==> src/rtl/sng_pkg.sv <==
// Shared types and constants for the multi-channel stochastic number generator.
// The LFSR tap table is consulted only when the build defines SNG_LFSR_EN.
package sng_pkg;

    typedef enum logic {
        IDLE = 1'b0,
        GEN  = 1'b1
    } state_t;

    // Fibonacci feedback masks (bit i = tap at stage i+1), maximal length for W = 2..12.
    localparam logic [11:0] LFSR_TAPS [0:12] = '{
        12'h000, 12'h000, 12'h003, 12'h006, 12'h00C, 12'h014, 12'h030,
        12'h060, 12'h0B8, 12'h110, 12'h240, 12'h500, 12'h829
    };

endpackage

==> src/rtl/sng_sel_dec.sv <==
// Trailing-ones decoder: maps the stream counter to the operand bit to emit.
// One instance is shared by every channel.
module sng_sel_dec
    import sng_pkg::*;
#(
    parameter int W     = 4,
    parameter int SEL_W = 2
) (
    input  logic [W-1:0]     cnt,
    output logic [SEL_W-1:0] sel,
    output logic             all_ones
);

    int  ones;
    logic run;

    always_comb begin
        ones = 0;
        run  = 1'b1;
        for (int i = 0; i < W; i++) begin
            if (run && cnt[i]) begin
                ones = ones + 1;
            end else begin
                run = 1'b0;
            end
        end
        // Bit k of the operand is picked 2^k times per stream, so ones add up exactly.
        sel      = SEL_W'(W - 1 - ones);
        all_ones = &cnt;
    end

endmodule

==> src/rtl/sng_multi.sv <==
// N_CH-channel stochastic bit-stream generator (ramp select, optional LFSR compare).
// Define SNG_LFSR_EN to add the i_mode input and the LFSR comparison mode.
module sng_multi
    import sng_pkg::*;
#(
    parameter int N_CH      = 4,
    parameter int W         = 4,
    parameter int LFSR_SEED = 1
) (
    input  logic                     i_clk_sng,
    input  logic                     i_rst_sng,
    input  logic [N_CH-1:0][W-1:0]   i_x,
    input  logic                     i_start,
    input  logic                     i_stop,
    input  logic                     i_en,
`ifdef SNG_LFSR_EN
    input  logic                     i_mode,
`endif
    output logic                     o_valid,
    output logic [N_CH-1:0]          o_sn_bit,
    output logic                     o_busy,
    output logic                     o_done
);

    localparam int SEL_W = $clog2(W);

    state_t                 state, state_nx;
    logic [W-1:0]           cnt;
    logic [N_CH-1:0][W-1:0] x_r;
    logic                   done_r;
    logic                   gen_end;
    logic [SEL_W-1:0]       sel;
    logic                   all_ones;
    logic                   accept;

`ifdef SNG_LFSR_EN
    localparam logic [W-1:0] TAPS = W'(LFSR_TAPS[W]);
    logic [W-1:0] lfsr;
    logic         mode_r;
`endif

    sng_sel_dec #(
        .W     (W),
        .SEL_W (SEL_W)
    ) u_sel_dec (
        .cnt      (cnt),
        .sel      (sel),
        .all_ones (all_ones)
    );

    assign accept  = (state == IDLE) && i_start;
    assign o_valid = (state == GEN) && i_en;
    assign o_busy  = (state == GEN);
    assign o_done  = done_r;

    always_comb begin
        state_nx = state;
        gen_end  = 1'b0;
        case (state)
            IDLE: if (i_start) state_nx = GEN;
            GEN: begin
                if (i_stop || (i_en && all_ones)) begin
                    state_nx = IDLE;
                    gen_end  = 1'b1;
                end
            end
            default: state_nx = IDLE;
        endcase
    end

    always_ff @(posedge i_clk_sng or posedge i_rst_sng) begin
        if (i_rst_sng) begin
            state  <= IDLE;
            cnt    <= '0;
            x_r    <= '0;
            done_r <= 1'b0;
`ifdef SNG_LFSR_EN
            lfsr   <= W'(LFSR_SEED);
            mode_r <= 1'b0;
`endif
        end else begin
            state  <= state_nx;
            done_r <= gen_end;
            if (accept) begin
                x_r    <= i_x;
                cnt    <= '0;
`ifdef SNG_LFSR_EN
                lfsr   <= W'(LFSR_SEED);
                mode_r <= i_mode;
`endif
            end else if (o_valid) begin
                cnt    <= cnt + 1'b1;
`ifdef SNG_LFSR_EN
                lfsr   <= {lfsr[W-2:0], ^(lfsr & TAPS)};
`endif
            end
        end
    end

    // Final counter value emits zero so each channel totals exactly x ones.
    always_comb begin
        o_sn_bit = '0;
        for (int c = 0; c < N_CH; c++) begin
`ifdef SNG_LFSR_EN
            if (mode_r) begin
                o_sn_bit[c] = o_valid && !all_ones && (lfsr <= x_r[c]);
            end else begin
                o_sn_bit[c] = o_valid && !all_ones && x_r[c][sel];
            end
`else
            o_sn_bit[c] = o_valid && !all_ones && x_r[c][sel];
`endif
        end
    end

endmodule

==> config.mk <==
export PLATFORM = sky130hd
export DESIGN_NAME = sng_multi
export DESIGN_NICKNAME = d
export VERILOG_FILES = /design/src/rtl/sng_pkg.sv /design/src/rtl/sng_sel_dec.sv /design/src/rtl/sng_multi.sv
export SDC_FILE = /design/constraint.sdc
export NUM_CORES = 1
export LEC_CHECK = 0
export ABC_CLOCK_PERIOD_IN_PS = 3550
export BUFFER_PORTS_ARGS = -buffer_cell sky130_fd_sc_hd__buf_4
export CORE_ASPECT_RATIO = 1.4
export CORE_MARGIN = 5
export CORE_UTILIZATION = 50
export CTS_CLUSTER_SIZE = 25
export DETAILED_ROUTE_END_ITERATION = 12
export PLACE_DENSITY = 0.79
export RECOVER_POWER = 50
export SKIP_CTS_REPAIR_TIMING = 1
export SLEW_MARGIN = 0
export SYNTH_ARGS = -nofsm -noshare
export SYNTH_HDL_FRONTEND = slang
export SYNTH_SLANG_ARGS = --single-unit
==> constraint.sdc <==
create_clock -name i_clk_sng -period 3.55 [get_ports i_clk_sng]
set_input_delay 0.355 -clock i_clk_sng [delete_from_list [all_inputs] [get_ports i_clk_sng]]
set_output_delay 0.355 -clock i_clk_sng [all_outputs]
set_load 0.1 [all_outputs]
==> results by group, run 1 <==
Placed design
  – Placed Instances: 127
  – Port Buffer Count: 27
  – DP HPWL: 1483 um
  – Global placer's final weighted congestion: 0.8061

Synth
  – Complex-gate fraction of the synthesized area: 4.051%
  – Number of synthesized register bits: 22
  – Synth Area in Simple Gates: 9.375%
  – Cell accounting for the most synthesized area: dfrtp_1
  – Syn Area/Cell: 13.68 um^2
  – Largest family of logic cells by synthesized area: multiplexers
  – Xor/xnor cell area share of the yosys netlist: 3.125%
  – Area contributors post-synth: dfrtp_1 51%, mux2_2 18%, mux4_1 4.9%, mux4_2 4.2%, ha_1 3.5%
  – Cell area after synthesis: 0.001081 mm^2
  – Share of the synthesized area in the top cell type: 50.93%
  – Yosys warns: 0
  – Syn nets: 103
  – Share of the yosys chip area belonging to registers: 50.93%
  – Area share of fa/ha/maj cells after synthesis: 3.472%
  – Post-Synthesis Cells: 79
  – Distinct cells, synth: 23
  – Post-synthesis mux area share: 26.74%

Job
  – Max Cap Viol: 0

CTS
  – Clk slew on worst S/H paths: 0.12 ns
  – Num CTS Buffers: 3
  – H-tree Lvls: 1
  – Root Buffer: clkbuf_4
  – CTS max path bufs: 2
  – CTS tree: built
  – Skew-Pair Late Insertion Delay: 0.31 ns
  – Clock Sinks: 22

Finish
  – Ant. Diodes: 0
  – Area Overhead vs Synth: 24.07%
  – Final #Nets: 134
  – Non-filler cells, final: 131
  – Fraction of layout cells with a size suffix above 1: 49.54%

STA
  – Clock Skews: 0.005339 ns
  – Tmin final: 2.881 ns
  – Final period util: 81.15%
  – Pins Over Slew Limit: 0
  – Slew headroom: 35.71%
  – Setup TNS: 0 ns
  – F_max: 347.1 MHz
  – RSZ-0062 raised after global routing: no
  – Final Setup Violations: 0
  – Least-Margin Pin Slew: 0.9643 ns
  – Final Hold Viols: 0

Global routing
  – Total grt overflow: 0
  – Vias in the first global route: 740
  – First-pass GRT wire length: 3263 um
  – Total track usage: 13.12%
  – Largest net degree at the start of global routing: 23
  – Initial antenna violation count: 0

Hold path
  – Worst Hold Class: input port to async pin

Floorplanning
  – IO Pins: 28
  – Core area: 0.002127 mm^2
  – Die width: 49.30 um
  – Row count: 20
  – Die height: 65.02 um
  – Die footprint: 0.003205 mm^2
  – Initial cell density of the core: 50.82%

Drt
  – Post-Route WL: 1944 um
  – Starting DRT DRC Count: 19
  – Vias/cell: 5.267
  – TritonRoute pass-1 iters: 3
  – DRC errors left: 0
  – Via count: 690
  – Post-DR wirelength/cell: 14.84 um
  – Detail Route Antenna Nets: 0

Worst setup path
  – Crit path DAT: 2.53 ns
  – RR Endpoint: cnt[2]$_DFFE_PP0P_
  – Critical Path RT: 3.19 ns
  – RR Startpoint: o_busy$_DFF_PP0_
  – Reg2Reg Depth: 5
  – Worst-path fanout max: 6
  – Crit start category: flip-flop
  – Reg-to-reg slack, setup: 1.65 ns
  – CP Capture Type: output pin
  – Worst Path Class, Setup: flip-flop to output pin

Status
  – Status: finished clean

Pwr
  – Design Power: 0.7515 mW
  – P per Cell Area: 560.3 mW/mm^2
  – Static leakage: 0.6290 nW
  – Worst VDD drop: 269.3 uV
## power by group
part / total, mW / leakage [nW] / internal (mW) / switching (mW)
Sequential: 0.337 / 0.265 / 0.302 / 0.0353
Clock: 0.139 / 0.0210 / 0.0626 / 0.0763
Combinational: 0.275 / 0.343 / 0.125 / 0.150
Total: 0.751 / 0.629 / 0.490 / 0.262
## area by class of cell
class,count,area (um^2)
clock buffer,4,36.28
sequential,22,550.5
timing repair buffer,28,206.4
tap,22,27.53
multi-input combinational,51,505.5
fill,176,785.8
inverter,4,15.01
## worst max path at each step
stage | startpoint | endpoint | slack [ns] | cells after the start
after CTS | cnt[0]$_DFFE_PP0P_ | o_sn_bit[3] | 0.64 | 7
after floorplan | o_busy$_DFF_PP0_ | o_sn_bit[1] | -0.23 | 4
after global routing | cnt[0]$_DFFE_PP0P_ | o_sn_bit[0] | 0.53 | 7
after detailed placement | cnt[0]$_DFFE_PP0P_ | o_sn_bit[3] | 1.00 | 7
final | cnt[0]$_DFFE_PP0P_ | o_sn_bit[3] | 0.67 | 7
after global placement | cnt[0]$_DFFE_PP0P_ | o_sn_bit[0] | 1.06 | 7
## state kept, by name (all words and copies together), names as in the netlist
register and cells:
x_r 16, cnt 4, o_busy 1, o_done 1
## synthesized netlist by cell type
cell type,instances
dfrtp_1,22
mux2_2,17
inv_1,4
nand2_1,4
nor2_1,4
nor2b_1,4
ha_1,3
and2b_1,2
buf_2,2
mux4_1,2
mux4_2,2
o21ai_0,2
a21o_1,1
a41oi_1,1
nand3_1,1
nand4_1,1
nor2_2,1
nor2b_4,1
o21ai_2,1
o2bb2ai_1,1
xnor2_1,1
xnor2_2,1
xor2_1,1
## placed cells by master, fill, tap and decap left out, types with 2 or more instances in the layout
| cell type | synthesis | final |
|---|---|---|
| mux2_2 | 17 | 17 |
| and2b_1 | 2 | 2 |
| dfrtp_1 | 22 | 22 |
| nor2_1 | 4 | 4 |
| o21ai_0 | 2 | 2 |
| buf_4 | 0 | 26 |
| nand2_1 | 4 | 4 |
| mux4_1 | 2 | 2 |
| ha_1 | 3 | 3 |
| clkbuf_4 | 0 | 4 |
| mux4_2 | 2 | 2 |
| inv_1 | 4 | 4 |
| nor2b_1 | 4 | 4 |
## metrics by stage
stage | util (%) | area (um^2) | hold slack [ns] | worst slack [ns]
after CTS | 63.24 | 1345 | 0.2209 | 0.6448
after global placement | 61.53 | 1309 | 0.4871 | 1.058
after detailed placement | 61.53 | 1309 | 0.4932 | 1.004
after floorplan | - | 1081 | 0.3442 | -0.2280
after global routing | 63.06 | 1341 | 0.2474 | 0.5256
final | 63.06 | 1341 | 0.1911 | 0.6693
## critical path: stages, from the launching register on
cell	delay, ns
dfrtp_1	0.46
ha_1	0.28
nor2_1	0.14
xnor2_1	0.10
o21ai_2	0.27
mux4_1	0.58
and2b_1	0.17
buf_4	0.22
## routing by layer
layer  global-route usage [%]  vias to the layer above  share of wire, %
met1                    15.59                      342                43
li1                         -                      337                 -
met2                    22.10                        9                53
met3                    2.989                        2               3.3
met4                    6.061                        0               1.1
met5                        0                        -                 0
## cell families after synthesis
| family | after synthesis |
|---|---|
| compound gates | 6 |
| xor+xnor | 3 |
| fa+ha+maj | 3 |
| buf+inv | 6 |
| flops | 22 |
| mux | 21 |
| simple gates | 18 |
(Power assumes the default switching activity.)
==> run 2: changes to the inputs <==
--- a/config.mk
+++ b/config.mk
@@ -5,14 +5,14 @@
 export SDC_FILE = /design/constraint.sdc
 export NUM_CORES = 1
 export LEC_CHECK = 0
-export ABC_CLOCK_PERIOD_IN_PS = 3550
+export ABC_CLOCK_PERIOD_IN_PS = 2650
 export BUFFER_PORTS_ARGS = -buffer_cell sky130_fd_sc_hd__buf_4
 export CORE_ASPECT_RATIO = 1.4
 export CORE_MARGIN = 5
-export CORE_UTILIZATION = 50
+export CORE_UTILIZATION = 46
 export CTS_CLUSTER_SIZE = 25
 export DETAILED_ROUTE_END_ITERATION = 12
-export PLACE_DENSITY = 0.79
+export PLACE_DENSITY = 0.77
 export RECOVER_POWER = 50
 export SKIP_CTS_REPAIR_TIMING = 1
 export SLEW_MARGIN = 0
==> constraint.sdc (replaced) <==
create_clock -name i_clk_sng -period 2.65 [get_ports i_clk_sng]
set_input_delay 0.265 -clock i_clk_sng [delete_from_list [all_inputs] [get_ports i_clk_sng]]
set_output_delay 0.265 -clock i_clk_sng [all_outputs]
set_load 0.1 [all_outputs]
==> results by group, run 2 (synthesized netlist as in run 1, its figures left out) <==
Floorplanning
  – IO Pins: 28 (unchanged)
  – Initial cell density of the core: 49.09% (was 50.82%)
  – Die width: 50.97 um (was 49.30 um)
  – Die footprint: 0.003433 mm^2 (was 0.003205 mm^2)
  – Row count: 20 (unchanged)
  – Core area: 0.002202 mm^2 (was 0.002127 mm^2)
  – Die height: 67.36 um (was 65.02 um)

Finish
  – Fin util: 68.07% (was 63.06%)
  – Fill count: 155 (was 176)
  – Reg with most FFs: x_r (unchanged)
  – Largest regs: x_r x16, cnt x4 (unchanged)
  – Fraction of layout cells with a size suffix above 1: 66.38% (was 49.54%)
  – Max reg flops: 16 (unchanged)
  – Post-route cell area: 0.001499 mm^2 (was 0.001341 mm^2)
  – Area of the multi-input gates: 581.8 um^2 (was 505.5 um^2)
  – Area Overhead vs Synth: 38.66% (was 24.07%)
  – Final #Nets: 141 (was 134)
  – Register area: 554.3 um^2 (was 550.5 um^2)
  – Ant. Diodes: 0 (unchanged)
  – Commonest non-fill, non-tap cells in the layout: 30 x buf_4, 19 x dfrtp_1, 17 x mux2_2 (was 26 x buf_4, 22 x dfrtp_1, 17 x mux2_2)
  – Leading cell type in the layout, fill and taps excluded: buf_4 (unchanged)

STA
  – Least-Margin Pin Slew: 0.7930 ns (was 0.9643 ns)
  – Pins Over Slew Limit: 0 (unchanged)
  – Tmin final: 2.654 ns
  – Final Hold Viols: 0 (unchanged)
  – Slew headroom: 47.07% (was 35.71%)
  – RSZ-0062 raised after global routing: yes (was no)
  – Final period util: 100.1%
  – Slack of the critical path: -0.003779 ns (was 0.6693 ns)
  – Clock Skews: 0.008619 ns (was 0.005339 ns)
  – Final Setup Violations: 1 (was 0)
  – F_max: 376.8 MHz

Drt
  – Detail Route Antenna Nets: 0 (unchanged)
  – Post-DR wirelength/cell: 16.01 um (was 14.84 um)
  – Starting DRT DRC Count: 17 (was 19)
  – Post-Route WL: 2210 um (was 1944 um)
  – DRC errors left: 0 (unchanged)
  – TritonRoute pass-1 iters: 4 (was 3)
  – Vias/cell: 5.464 (was 5.267)
  – Via count: 754 (was 690)

CTS
  – Num CTS Buffers: 3 (unchanged)
  – CTS tree: built (unchanged)
  – Skew-Pair Late Insertion Delay: 0.31 ns (about the same)
  – Clk slew on worst S/H paths: 0.12 ns (about the same)
  – CTS max path bufs: 2 (unchanged)
  – H-tree Lvls: 1 (unchanged)
  – Root Buffer: clkbuf_4 (unchanged)
  – Clock Sinks: 22 (unchanged)

Worst setup path
  – Largest stage delay, worst path: 0.52 ns (was 0.58 ns)
  – Worst-path fanout max: 6 (unchanged)
  – Crit path DAT: 2.39 ns (was 2.53 ns)
  – Critical Path RT: 2.38 ns (was 3.19 ns)
  – Crit start category: flip-flop (unchanged)
  – CP cell instances: ha_4 -> nor2_4 -> xnor2_2 -> o21ai_4 -> mux4_2 -> and2b_2 -> buf_12 (was ha_1 -> nor2_1 -> xnor2_1 -> o21ai_2 -> mux4_1 -> and2b_1 -> buf_4)
  – Crit path max-delay cell type: mux4_2 (was mux4_1)
  – CP delay by family, top: multiplexers (unchanged)
  – CP Capture Type: output pin (unchanged)
  – CP bufs+invs: 1 (unchanged)
  – Worst Path Class, Setup: flip-flop to output pin (unchanged)
  – Reg-to-reg slack, setup: 1.31 ns (was 1.65 ns)

Pwr
  – Worst VDD drop: 422.9 uV (was 269.3 uV)
  – P per Cell Area: 739.2 mW/mm^2 (was 560.3 mW/mm^2)
  – Static leakage: 0.6612 nW (was 0.6290 nW)
  – Design Power: 1.108 mW (was 0.7515 mW)

Placed design
  – DP HPWL: 1550 um (was 1483 um)
  – Pre-CTS setup slack: 0.1428 ns (was 1.004 ns)
  – Port Buffer Count: 27 (unchanged)
  – Global placer's final weighted congestion: 0.8161 (was 0.8061)
  – Post-DP Area: 0.001331 mm^2 (was 0.001309 mm^2)

Hold path
  – Worst Hold Class: input port to async pin (unchanged)

Global routing
  – Largest net degree at the start of global routing: 23 (unchanged)
  – First-pass GRT wire length: 3305 um (was 3263 um)
  – Total grt overflow: 0 (unchanged)
  – Vias in the first global route: 753 (was 740)
  – Total track usage: 12.92% (was 13.12%)
  – Initial antenna violation count: 0 (unchanged)

Status
  – Status: complete, but fails checks (was finished clean)
  – Failing checks: negative setup slack

Job
  – Max Cap Viol: 0 (unchanged)
[run 2: cell types whose count changed in the layout (fill, tap and decap cells not counted), moves of 3 or more]
cell	before	now
dfrtp_1	22	19
dfrtp_2	0	3
ha_1	3	0
buf_4	26	30
[run 2: path summary, 6_finish.rpt]
check,endpoint,start,cells past startpoint
max,o_sn_bit[0],cnt[0]$_DFFE_PP0P_,7
min,o_done$_DFF_PP0_,i_rst_sng,2
max reg2reg,cnt[0]$_DFFE_PP0P_,o_busy$_DFF_PP0_,4
min reg2reg,x_r[7]$_DFFE_PP0P_,x_r[7]$_DFFE_PP0P_,1
max in group asynchronous,cnt[1]$_DFFE_PP0P_,i_rst_sng,2
min in group i_clk_sng,x_r[12]$_DFFE_PP0P_,i_x[12],2
[run 2: cell type report]
| class | count | share of cell area, % |
|---|---|---|
| inverters | 4 | 1.252 |
| flip-flops and latches | 22 | 36.98 |
| well taps | 22 | 1.836 |
| clock buffers | 4 | 1.753 |
| repair buffers | 35 | 19.37 |
| multi-input cells | 51 | 38.81 |
[run 2: report_power, final]
group | switching, mW | total [mW] | internal [mW]
Sequential | 0.0579 | 0.465 | 0.407
Clock | 0.0985 | 0.157 | 0.0589
Combinational | 0.237 | 0.485 | 0.249
[run 2: layer usage]
layer | track usage [%] | vias up | share of wire [%]
met5 | 0 | - | 0
met4 | 7.668 | 0 | 2.3
met3 | 2.208 | 5 | 3.4
met2 | 21.89 | 16 | 56
met1 | 15.04 | 384 | 38
li1 | - | 349 | -
[run 2: through the flow]
stage,setup TNS [ns],std cells,hold WS (ns)
2_1_floorplan,0,79,0.2542
3_3_place_gp,0,127,0.4693
3_5_place_dp,0,127,0.4640
4_1_cts,-0.4508,131,0.1112
5_1_grt,-0.2899,138,0.1667
6_report,-0.003779,138,0.09048
==> run 3: changes to the inputs <==
--- a/config.mk
+++ b/config.mk
@@ -6,7 +6,8 @@
 export NUM_CORES = 1
 export LEC_CHECK = 0
 export ABC_CLOCK_PERIOD_IN_PS = 2650
-export BUFFER_PORTS_ARGS = -buffer_cell sky130_fd_sc_hd__buf_4
+export BUFFER_PORTS_ARGS = -buffer_cell sky130_fd_sc_hd__buf_2
+export CAP_MARGIN = 20
 export CORE_ASPECT_RATIO = 1.4
 export CORE_MARGIN = 5
 export CORE_UTILIZATION = 46
==> constraint.sdc (replaced) <==
create_clock -name i_clk_sng -period 2.65 [get_ports i_clk_sng]
set_input_delay 0.1325 -clock i_clk_sng [delete_from_list [all_inputs] [get_ports i_clk_sng]]
set_output_delay 0.1325 -clock i_clk_sng [all_outputs]
set_load 0.1 [all_outputs]
==> results by group, run 3 (synthesized netlist as in run 1, its figures left out) <==
Status
  – Status: complete, but fails checks (unchanged)
  – Failing checks: negative hold slack (was negative setup slack)

Floorplanning
  – Initial cell density of the core: 49.09% (unchanged)
  – Row count: 20 (unchanged)
  – Die height: 67.36 um (unchanged)
  – Core area: 0.002202 mm^2 (unchanged)
  – Die footprint: 0.003433 mm^2 (unchanged)
  – Die width: 50.97 um (unchanged)
  – IO Pins: 28 (unchanged)

Finish
  – Fin util: 63.18% (was 68.07%)
  – Ant. Diodes: 0 (unchanged)
  – Fill count: 179 (was 155)
  – Max reg flops: 16 (unchanged)
  – Reg with most FFs: x_r (unchanged)
  – Final #Nets: 138 (was 141)
  – Area of the multi-input gates: 554.3 um^2 (was 581.8 um^2)
  – Area Overhead vs Synth: 28.70% (was 38.66%)
  – Register area: 553.0 um^2 (was 554.3 um^2)
  – Largest regs: x_r x16, cnt x4 (unchanged)
  – Fraction of layout cells with a size suffix above 1: 62.83% (was 66.38%)
  – Leading cell type in the layout, fill and taps excluded: buf_2 (was buf_4)
  – Commonest non-fill, non-tap cells in the layout: 25 x buf_2, 20 x dfrtp_1, 17 x mux2_2 (was 30 x buf_4, 19 x dfrtp_1, 17 x mux2_2)

Worst setup path
  – Crit start category: flip-flop (unchanged)
  – Reg-to-reg slack, setup: 1.33 ns (was 1.31 ns)
  – RR Startpoint: o_busy$_DFF_PP0_ (unchanged)
  – Reg2Reg Depth: 4 (unchanged)
  – Worst-path fanout max: 5 (was 6)
  – CP Capture Type: output pin (unchanged)
  – Critical Path RT: 2.52 ns (was 2.38 ns)
  – Worst Path Class, Setup: flip-flop to output pin (unchanged)
  – RR Endpoint: cnt[0]$_DFFE_PP0P_ (unchanged)
  – Crit path DAT: 2.42 ns (was 2.39 ns)

STA
  – Final Hold Viols: 22 (was 0)
  – Pins Over Slew Limit: 0 (unchanged)
  – F_max: 392.0 MHz (was 376.8 MHz)
  – Clock Skews: 0.009246 ns (was 0.008619 ns)
  – Least-Margin Pin Slew: 0.8105 ns (was 0.7930 ns)
  – Final Setup Violations: 0 (was 1)
  – Tmin final: 2.551 ns (was 2.654 ns)
  – Setup TNS: 0 ns (was -0.003779 ns)
  – WHS: -0.04121 ns (was 0.09048 ns)
  – Slew headroom: 45.91% (was 47.07%)
  – Final period util: 96.27% (was 100.1%)

CTS
  – CTS tree: built (unchanged)
  – Clk slew on worst S/H paths: 0.13 ns (was 0.12 ns)
  – H-tree Lvls: 1 (unchanged)
  – Num CTS Buffers: 3 (unchanged)
  – Skew-Pair Late Insertion Delay: 0.31 ns (about the same)
  – Root Buffer: clkbuf_4 (unchanged)
  – Clock Sinks: 22 (unchanged)
  – CTS max path bufs: 2 (unchanged)

Global routing
  – Total grt overflow: 0 (unchanged)
  – Largest net degree at the start of global routing: 23 (unchanged)
  – Total track usage: 13.19% (was 12.92%)
  – Vias in the first global route: 778 (was 753)
  – First-pass GRT wire length: 3450 um (was 3305 um)
  – Initial antenna violation count: 0 (unchanged)

Placed design
  – Global placer's final weighted congestion: 0.8344 (was 0.8161)
  – Port Buffer Count: 27 (unchanged)
  – DP HPWL: 1533 um (was 1550 um)

Drt
  – DRC errors left: 0 (unchanged)
  – Starting DRT DRC Count: 17 (unchanged)
  – Post-Route WL: 2083 um (was 2210 um)
  – TritonRoute pass-1 iters: 4 (unchanged)
  – Via count: 730 (was 754)
  – Post-DR wirelength/cell: 15.43 um (was 16.01 um)
  – Vias/cell: 5.407 (was 5.464)
  – Detail Route Antenna Nets: 0 (unchanged)

Job
  – Max Cap Viol: 0 (unchanged)

Pwr
  – Worst VDD drop: 447.8 uV (was 422.9 uV)
  – Static leakage: 0.6319 nW (was 0.6612 nW)
  – P per Cell Area: 823.9 mW/mm^2 (was 739.2 mW/mm^2)

Hold path
  – Worst Hold Class: input port to async pin (unchanged)
[run 3: cell count changes in the layout (fill, tap and decap cells not counted), moves of 2 or more]
cell and delta:
buf_4 -25, buf_2 +25, nor2_4 -2, nor2_2 +2
[run 3: through the flow]
step / hold WS, ns / instances / power (mW) / worst slack, ns / area, um^2
detailed placement: 0.3250 / 127 / 0.8346 / 0.1839 / 1262
floorplan: 0.1217 / 79 / 0.7596 / 0.02394 / 1102
global placement: 0.3140 / 127 / 0.8143 / 0.2904 / 1262
CTS: -0.01615 / 131 / 1.087 / -0.1765 / 1315
finish: -0.04121 / 135 / 1.146 / 0.09887 / 1391
global route: 0.01640 / 135 / 1.210 / -0.008409 / 1391
[run 3: area by class of cell]
class                      count  area share (%)
clock buffer                   3           1.619
clock inverter                 1           2.158
inverter                       4           1.349
multi-input combinational     51           39.84
sequential                    22           39.75
tap                           22           1.978
timing repair buffer          32           13.31
[run 3: per-layer routing]
| metal | track usage (%) | wire [um] |
|---|---|---|
| met5 | 0 | 0 |
| met4 | 4.792 | 19 |
| met3 | 2.649 | 98 |
| met2 | 22.52 | 1092 |
| met1 | 16.31 | 872 |
[run 3: worst max-delay path by stage]
stage | from | to | slack, ns | cells past startpoint
finish | cnt[1]$_DFFE_PP0P_ | o_sn_bit[3] | 0.1 | 8
global route | cnt[1]$_DFFE_PP0P_ | o_sn_bit[3] | -0.008 | 8
CTS | cnt[0]$_DFFE_PP0P_ | o_sn_bit[3] | -0.18 | 7
detailed placement | cnt[0]$_DFFE_PP0P_ | o_sn_bit[3] | 0.18 | 7
global placement | cnt[0]$_DFFE_PP0P_ | o_sn_bit[3] | 0.29 | 7
floorplan | o_busy$_DFF_PP0_ | o_sn_bit[0] | 0.02 | 4
[run 3: report_power, final]
part	internal, mW	total [mW]	switching (mW)
combinational	0.205	0.430	0.225
sequential	0.407	0.461	0.0547
clock	0.153	0.254	0.102
[run 3: critical path, stage by stage, from the launching register on]
cell     delay [ns]
dfrtp_2        0.47
inv_1          0.10
ha_4           0.18
nor2b_4        0.05
xnor2_1        0.12
o21ai_2        0.26
mux4_2         0.55
and2b_2        0.21
buf_6          0.18
